$ cat src/rtl/pipe_hazard_ctrl_pkg.sv
// Shared types and constants for the pipeline sequencing controller.
package pipe_hazard_ctrl_pkg;

  // Controller FSM: normal flow, or waiting for the data memory to acknowledge.
  typedef enum logic {
    RUN      = 1'b0,
    MEM_WAIT = 1'b1
  } state_t;

  // Register x0 is hard-wired zero and never creates a dependency.
  localparam logic [4:0] REG_ZERO = 5'd0;

  // Default number of MEM_WAIT cycles before an access is abandoned.
  localparam int TIMEOUT_DEFAULT = 64;

endpackage

$ cat src/rtl/pipe_hazard_ctrl_hazard_detect.sv
// Load-use comparator: flags an ID instruction that reads the destination
// of a load still sitting in EX.
module pipe_hazard_ctrl_hazard_detect
  import pipe_hazard_ctrl_pkg::*;
(
  input  logic [4:0] i_id_rs1,
  input  logic [4:0] i_id_rs2,
  input  logic       i_id_use_rs1,
  input  logic       i_id_use_rs2,
  input  logic       i_ex_memread,
  input  logic [4:0] i_ex_rd,
  output logic       o_load_use
);

  logic w_hit_rs1;
  logic w_hit_rs2;

  // Compare each used source against the pending load destination.
  always_comb begin
    w_hit_rs1  = i_id_use_rs1 && (i_id_rs1 == i_ex_rd);
    w_hit_rs2  = i_id_use_rs2 && (i_id_rs2 == i_ex_rd);
    o_load_use = i_ex_memread && (i_ex_rd != REG_ZERO) && (w_hit_rs1 || w_hit_rs2);
  end

endmodule

$ cat src/rtl/pipe_hazard_ctrl.sv
// Pipeline sequencing controller for the 5-stage core: memory-wait freeze,
// branch redirect flush and load-use bubble, with a stall-cycle counter.
module pipe_hazard_ctrl
  import pipe_hazard_ctrl_pkg::*;
#(
  parameter int TIMEOUT = TIMEOUT_DEFAULT,
  parameter int CNT_W   = 16
) (
  input  logic             clk,
  input  logic             rst,
  input  logic [4:0]       ID_rs1,
  input  logic [4:0]       ID_rs2,
  input  logic             ID_use_rs1,
  input  logic             ID_use_rs2,
  input  logic             ID_EX_MemRead,
  input  logic [4:0]       ID_EX_rd,
  input  logic             EX_branch_taken,
  input  logic             EX_MEM_MemRead,
  input  logic             EX_MEM_MemWrite,
  input  logic             dmem_ack,
  output logic             dmem_req,
  output logic             PC_en,
  output logic             IF_ID_en,
  output logic             ID_EX_en,
  output logic             EX_MEM_en,
  output logic             MEM_WB_en,
  output logic             IF_ID_flush,
  output logic             ID_EX_flush,
  output logic             EX_MEM_flush,
  output logic             MEM_WB_flush,
  output logic             mem_err,
  output logic [CNT_W-1:0] stall_cnt
);

  localparam int WAIT_W = (TIMEOUT > 2) ? $clog2(TIMEOUT) : 1;
  localparam logic [WAIT_W-1:0] WAIT_LAST = WAIT_W'(TIMEOUT - 1);

  state_t            r_state;
  state_t            w_state_nxt;
  logic [WAIT_W-1:0] r_wait_cnt;
  logic              r_mem_err;
  logic [CNT_W-1:0]  r_stall_cnt;

  logic w_mem_op;
  logic w_timeout;
  logic w_freeze;
  logic w_load_use;

  pipe_hazard_ctrl_hazard_detect u_hazard_detect (
    .i_id_rs1     (ID_rs1),
    .i_id_rs2     (ID_rs2),
    .i_id_use_rs1 (ID_use_rs1),
    .i_id_use_rs2 (ID_use_rs2),
    .i_ex_memread (ID_EX_MemRead),
    .i_ex_rd      (ID_EX_rd),
    .o_load_use   (w_load_use)
  );

  // Memory-side status: pending access, expired wait, and whole-front freeze.
  always_comb begin
    w_mem_op  = EX_MEM_MemRead | EX_MEM_MemWrite;
    w_timeout = (r_state == MEM_WAIT) && (r_wait_cnt == WAIT_LAST) && !dmem_ack;
    w_freeze  = ((r_state == RUN) && w_mem_op && !dmem_ack) ||
                ((r_state == MEM_WAIT) && !dmem_ack && !w_timeout);
  end

  // Next-state: enter MEM_WAIT on an unacknowledged access, leave on ack or timeout.
  always_comb begin
    w_state_nxt = r_state;
    case (r_state)
      RUN:      if (w_mem_op && !dmem_ack) w_state_nxt = MEM_WAIT;
      MEM_WAIT: if (dmem_ack || w_timeout) w_state_nxt = RUN;
      default:  w_state_nxt = RUN;
    endcase
  end

  // State register.
  always_ff @(posedge clk or negedge rst) begin
    if (!rst) r_state <= RUN;
    else      r_state <= w_state_nxt;
  end

  // Wait counter: zero while running, so it restarts on every MEM_WAIT entry.
  always_ff @(posedge clk or negedge rst) begin
    if (!rst)                      r_wait_cnt <= '0;
    else if (r_state == MEM_WAIT)  r_wait_cnt <= r_wait_cnt + 1'b1;
    else                           r_wait_cnt <= '0;
  end

  // Sticky timeout flag, cleared only by reset.
  always_ff @(posedge clk or negedge rst) begin
    if (!rst)           r_mem_err <= 1'b0;
    else if (w_timeout) r_mem_err <= 1'b1;
  end

  // Saturating count of cycles in which the PC is held.
  always_ff @(posedge clk or negedge rst) begin
    if (!rst)                             r_stall_cnt <= '0;
    else if (!PC_en && (r_stall_cnt != '1)) r_stall_cnt <= r_stall_cnt + 1'b1;
  end

  // Priority mux: reset, memory freeze, branch redirect, load-use bubble, normal flow.
  always_comb begin
    dmem_req     = (r_state == MEM_WAIT) ? 1'b1 : w_mem_op;
    PC_en        = 1'b1;
    IF_ID_en     = 1'b1;
    ID_EX_en     = 1'b1;
    EX_MEM_en    = 1'b1;
    MEM_WB_en    = 1'b1;
    IF_ID_flush  = 1'b0;
    ID_EX_flush  = 1'b0;
    EX_MEM_flush = 1'b0;
    MEM_WB_flush = w_timeout;
    if (!rst) begin
      dmem_req     = 1'b0;
      IF_ID_flush  = 1'b1;
      ID_EX_flush  = 1'b1;
      EX_MEM_flush = 1'b1;
      MEM_WB_flush = 1'b1;
    end else if (w_freeze) begin
      PC_en        = 1'b0;
      IF_ID_en     = 1'b0;
      ID_EX_en     = 1'b0;
      EX_MEM_en    = 1'b0;
      MEM_WB_flush = 1'b1;
    end else if (EX_branch_taken) begin
      // The ID instruction is wrong-path, so any load-use match is moot.
      IF_ID_flush  = 1'b1;
      ID_EX_flush  = 1'b1;
    end else if (w_load_use) begin
      PC_en        = 1'b0;
      IF_ID_en     = 1'b0;
      ID_EX_flush  = 1'b1;
    end
  end

  assign mem_err   = r_mem_err;
  assign stall_cnt = r_stall_cnt;

endmodule

$ cat config.mk
export PLATFORM = sky130hd
export DESIGN_NAME = pipe_hazard_ctrl
export DESIGN_NICKNAME = d
export VERILOG_FILES = /design/src/rtl/pipe_hazard_ctrl_pkg.sv /design/src/rtl/pipe_hazard_ctrl_hazard_detect.sv /design/src/rtl/pipe_hazard_ctrl.sv
export SDC_FILE = /design/constraint.sdc
export NUM_CORES = 1
export LEC_CHECK = 0
export ABC_AREA = 1
export CAP_MARGIN = 10
export CORE_ASPECT_RATIO = 0.9
export CORE_MARGIN = 8
export CORE_UTILIZATION = 30
export CTS_BUF_LIST = sky130_fd_sc_hd__clkbuf_8
export DETAILED_ROUTE_END_ITERATION = 12
export HOLD_SLACK_MARGIN = 0.06
export PLACE_DENSITY = 0.54
export SYNTH_ARGS = -nofsm -noshare
export SYNTH_HDL_FRONTEND = slang
export SYNTH_SLANG_ARGS = --single-unit
$ cat constraint.sdc
create_clock -name clk -period 3.6 [get_ports clk]
set_input_delay 0.9 -clock clk [delete_from_list [all_inputs] [get_ports clk]]
set_output_delay 0.9 -clock clk [all_outputs]
set_load 0.1 [all_outputs]
==> impl_metrics.csv, run 1 <==
group,metric,value,unit
yosys,synth_top_area_share,0.355,
yosys,synth_edf_count,0,
yosys,synth_common_cells,"nand2_1 (82), inv_1 (28), dfrtp_1 (24)",
worst_setup_path,r2r_setup_slack,1.53,ns
hold_path,min_from,"r_wait_cnt[0]$_DFF_PN0_",
drt,postRouteAntennaNets,0,
global_route,grt_max_degree,19,
cells_and_area,diodes,0,
worst_setup_path,cp-end-kind,"output port",
clocking,clk_latency,0.27,ns
job,maxCapViolations,0,
clocking,cts_max_level,1,
pwr,p_total,891,µW
clocking,numCtsBuffers,3,
yosys,yosysUniqueCellTypes,30,
floorplan,die_h,87.3,µm
yosys,yosys.area.top_type,"dfrtp_1",
sta,skew,0.00517,ns
yosys,synthTopCellsByArea,"dfrtp_1 (35%), nand2_1 (18%), nand4_1 (7.0%)",
clocking,clock_sinks,24,
yosys,async_reset_ff_frac,1.00,
cells_and_area,final-seq-area,601,µm²
sta,fin_crit_sh,0.887,
cells_and_area,syn_to_final_growth,38.4,%
pwr,p_per_area,380,mW/mm²
worst_setup_path,crit_type,"input pin to output port",
drt,wire_per_inst,12.0,µm
worst_setup_path,startpoint_type,"input pin",
hold_path,hold_class,"flip-flop to flip-flop",
yosys,ys_seq_elements,24,
global_route,grt_pass1_wl,7.37,mm
floorplan,io_pins,51,
clocking,cts_tree,"yes",
sta,grt_setup_unrepaired,"no",
worst_setup_path,timing.rr.start,"r_wait_cnt[0]$_DFF_PN0_",
global_route,antenna_found_initial,0,
sta,slew_viol_final,0,
hold_path,whs_path_depth,1,
cells_and_area,multi_input_area,913,µm²
global_route,grt_use_total,0.109,
drt,via_per_inst,4.56,
pwr,p_leak,0.00122,µW
worst_setup_path,r2r_end,"stall_cnt[8]$_DFFE_PN0P_",
floorplan,rows,26,
yosys,yosysMostFrequentCell,"nand2_1",
placed_design,port_buffers,49,
sta,holdWs,0.477,ns
floorplan,die_w,95.2,µm
cells_and_area,fill_cells,582,
drt,finalWirelength,4.33,mm
cells_and_area,finalNetCount,319,
yosys,synth-seq-area-share,0.355,
drt,drc,0,
yosys,syn-cell-area,0.00169,mm²
floorplan,fp.dieArea,0.00831,mm²
global_route,gr-total-overflow,0,
placed_design,place_congestion,0.745,
clocking,postCtsHoldBufs,0,
yosys,synth_warnings,0,
sta,setup_violations,0,
clocking,clk_pin_slew,0.08,ns
global_route,first_global_vias,1623,
clocking,cts_resized,0,
drt,dr.first_iter.drc_count,88,
clocking,cts_setup_buffers,0,
sta,fmax,313,MHz
floorplan,core,0.00556,mm²
yosys,ys.flop_type,"dfrtp_1",
drt,num_vias,1646,
yosys,avgSynthCellArea,6.97,µm²
sta,fin_crit,3.19,ns
hold_path,min_to,"r_wait_cnt[0]$_DFF_PN0_",
yosys,synthCells,243,
pwr,peakVddDrop,298,µV
floorplan,start_util,0.304,
run_status,status,"finished clean",
worst_setup_path,cp_data_required_time,2.70,ns
clocking,clk_path_buf_depth,2,
drt,drt-pass1-iter-count,4,
yosys,synth_nets,269,
worst_setup_path,crit_fanout,4,
clocking,cts-root-buf,"clkbuf_8",
worst_setup_path,ff2ff_path_depth,12,
placed_design,dp_hpwl,3.47,mm
cells_and_area,drive_above_1_share,0.189,
worst_setup_path,cp.arrival,2.29,ns
sta,hold_violations,0,
[kinds of logic after synthesis]
family                     Yosys count  share of synthesized area
and+or+nand+nor                    151                      0.428
buffers and inverters               43                      0.109
DFF                                 24                      0.355
AOI/OAI and AO/OA                   11                     0.0340
xor gates and xnor gates            11                     0.0569
adders and majority gates            2                     0.0148
other                                1                    0.00222
[layer usage]
metal  GRT usage  routed length, µm  up-vias  part of all wire
met4      0.0425                 41        0            0.0095
met2       0.177               1910       38              0.44
met5           0                  0        -                 0
li1            -                  -      859                 -
met1       0.137               2120      747              0.49
met3      0.0224                262        2             0.060
[flip-flops by register name, indices dropped and copies added (netlist names)]
register,count
mem_err,1
r_state,1
r_wait_cnt,6
stall_cnt,16
[per-stage QoR]
step                      std cells   util  setup slack, ns  setup TNS [ns]  instance area, µm²
final                           361  0.421            0.408               0                2340
after global placement          358  0.414            0.389               0                2300
after detailed placement        358  0.414            0.391               0                2300
after global routing            361  0.421            0.325               0                2340
after CTS                       361  0.421            0.389               0                2340
after floorplan                 243      -           -0.121          -0.121                1700
[final cells by class]
class	count	area share
inverter	35	0.0561
timing repair buffer	53	0.243
tap	70	0.0374
multi-input combinational	176	0.390
sequential	24	0.256
clock buffer	3	0.0176
[placed cells by master, fill, tap and decap left out, types with 2 or more instances in the layout]
master	n
a21oi_1	4
buf_12	9
buf_4	21
clkbuf_8	3
clkdlybuf4s50_1	23
dfrtp_1	24
ha_1	2
inv_1	28
inv_2	7
nand2_1	81
nand2_2	4
nand3_1	10
nand3_2	2
nand4_1	19
nor2_1	22
nor3_1	4
o21ai_0	4
xnor2_1	3
xor2_1	8
[power breakdown]
group / switching (µW) / total [µW] / internal, µW
logic: 291 / 405 / 114
registers: 32.3 / 325 / 293
clock network: 86.6 / 161 / 74.9
[critical path, stage by stage]
cell             delay (ns)
clkdlybuf4s50_1        0.54
inv_2                  0.05
nand2_1                0.05
nand2_1                0.05
nor2_1                 0.11
nand3_1                0.08
nand2_1                0.08
nand2_2                0.08
o21ai_2                0.16
buf_12                 0.19
[worst max-delay path by stage]
stage | depth (start not counted) | end | start
after floorplan | 6 | PC_en | rst
after global placement | 10 | ID_EX_flush | ID_EX_rd[4]
after detailed placement | 10 | ID_EX_flush | ID_EX_rd[4]
after CTS | 10 | ID_EX_flush | ID_EX_rd[4]
after global routing | 10 | ID_EX_flush | ID_EX_rd[1]
final | 10 | ID_EX_flush | ID_EX_rd[4]
No activity file was read; power rests on OpenSTA's default activity.
==> run 2: changes to the inputs <==
RECOVER_POWER = 25   (was unset)
==> impl_metrics.csv, run 2 (synthesis results as in run 1) <==
group,metric,value,unit
sta,worst_pin_slew,0.802,ns
worst_setup_path,worst_path_most_repeated_cell,"nand2_2",
floorplan,fp.dieArea,0.00831,mm²
clocking,clk_path_buf_depth,2,
worst_setup_path,max_stage_delay,0.57,ns
floorplan,die_w,95.2,µm
sta,fin_crit,3.23,ns
floorplan,io_pins,51,
hold_path,hold_class,"flip-flop to flip-flop",
worst_setup_path,startpoint_type,"input pin",
drt,dr.first_iter.drc_count,88,
cells_and_area,finalNonFillerCells,361,
drt,wire_per_inst,12.0,µm
clocking,clock_sinks,24,
placed_design,port_buffers,49,
floorplan,rows,26,
worst_setup_path,r2r_end,"stall_cnt[8]$_DFFE_PN0P_",
sta,slew_viol_final,0,
clocking,cts_resized,0,
global_route,first_global_vias,1623,
floorplan,die_h,87.3,µm
clocking,clk_pin_slew,0.08,ns
clocking,numCtsBuffers,3,
drt,finalWirelength,4.33,mm
worst_setup_path,crit_type,"input pin to output port",
worst_setup_path,cp-end-kind,"output port",
pwr,p_total,890,µW
drt,drc,0,
worst_setup_path,ff2ff_path_depth,12,
cells_and_area,drive_above_1_share,0.186,
pwr,p_per_area,381,mW/mm²
sta,skew,0.00497,ns
drt,num_vias,1641,
cells_and_area,diodes,0,
sta,fin_crit_sh,0.897,
clocking,cts-root-buf,"clkbuf_8",
floorplan,core,0.00556,mm²
clocking,cts_setup_buffers,0,
placed_design,dp_hpwl,3.47,mm
cells_and_area,largest_reg_flops,16,
global_route,grt_pass1_wl,7.37,mm
drt,drt-pass1-iter-count,4,
worst_setup_path,crit_chain,"dlygate4sd3_1 -> buf_4 -> nand3_2 -> nand2_2 -> nand2_2 -> buf_12",
worst_setup_path,path_delay_family,"buffers and inverters",
worst_setup_path,cp_data_required_time,2.70,ns
sta,maxSlewHeadroom,0.465,
sta,hold_violations,0,
cells_and_area,layout_common_cells,"nand2_1 (81), inv_1 (28), dfrtp_1 (24)",
sta,fmax,310,MHz
pwr,p_leak,0.00121,µW
hold_path,min_from,"r_wait_cnt[0]$_DFF_PN0_",
job,maxCapViolations,0,
run_status,status,"finished clean",
cells_and_area,finalNetCount,319,
hold_path,min_to,"r_wait_cnt[0]$_DFF_PN0_",
sta,grt_setup_unrepaired,"no",
global_route,grt_max_degree,19,
worst_setup_path,cp.arrival,2.33,ns
cells_and_area,final_common_cell,"nand2_1",
drt,postRouteAntennaNets,0,
clocking,postCtsHoldBufs,0,
placed_design,dpl.cell_count,358,
hold_path,whs_path_depth,1,
clocking,cts_tree,"yes",
global_route,gr-total-overflow,0,
cells_and_area,fin_util,0.420,
drt,via_per_inst,4.55,
cells_and_area,design_area,0.00234,mm²
global_route,antenna_found_initial,0,
clocking,clk_latency,0.27,ns
worst_setup_path,timing.rr.start,"r_wait_cnt[0]$_DFF_PN0_",
floorplan,start_util,0.304,
sta,setup_violations,0,
clocking,cts_max_level,1,
worst_setup_path,r2r_setup_slack,1.53,ns
worst_setup_path,crit_cells,6,
worst_setup_path,crit_fanout,12,
worst_setup_path,critPathBufInv,3,
global_route,grt_use_total,0.109,
pwr,peakVddDrop,298,µV
placed_design,place_congestion,0.745,
worst_setup_path,cp_slowest_cell,"dlygate4sd3_1",
placed_design,placed_area,0.00230,mm²
cells_and_area,syn_to_final_growth,38.1,%
## run 2: how the worst max path moves through the flow
stage | start | endpoint
4_1_cts | ID_EX_rd[4] | ID_EX_flush
3_5_place_dp | ID_EX_rd[4] | ID_EX_flush
5_1_grt | rst | PC_en
3_3_place_gp | ID_EX_rd[4] | ID_EX_flush
2_1_floorplan | rst | PC_en
6_report | rst | IF_ID_en
## run 2: layout make-up
class | count | area, µm²
well taps | 70 | 87.6
flip-flops and latches | 24 | 601
fillers | 583 | 3220
clock buffers | 3 | 41.3
multi-input cells | 176 | 913
inverters | 35 | 131
repair buffers | 53 | 564
## run 2: where the power goes
group / total [µW] / switching [µW] / internal, µW
clock network: 161 / 86.6 / 74.9
registers: 325 / 32.3 / 293
logic: 404 / 291 / 113
## run 2: layer usage
| metal | GRT usage | vias up | share of wire |
|---|---|---|---|
| met5 | 0 | - | 0 |
| met4 | 0.0425 | 0 | 0.0095 |
| met3 | 0.0224 | 2 | 0.060 |
| met2 | 0.177 | 36 | 0.44 |
| met1 | 0.137 | 745 | 0.49 |
| li1 | - | 858 | - |
## run 2: stage by stage
| stage | setup TNS, ns | setup slack [ns] | hold WS [ns] |
|---|---|---|---|
| after global placement | 0 | 0.389 | 0.450 |
| after global routing | 0 | 0.282 | 0.514 |
| final | 0 | 0.370 | 0.479 |
| after floorplan | -0.121 | -0.121 | 0.430 |
| after CTS | 0 | 0.389 | 0.478 |
| after detailed placement | 0 | 0.391 | 0.466 |
## run 2: worst reg2reg max path, stage by stage (launching register included)
cell and delay, ns:
dfrtp_1 0.41, ha_1 0.22, nand2_1 0.07, inv_2 0.04, nand2_1 0.09, nor2_1 0.05
nand3_1 0.13, nand3_2 0.17, nand2_2 0.15, buf_4 0.25, nand3_4 0.22, nand2_1 0.11
nand2_1 0.05
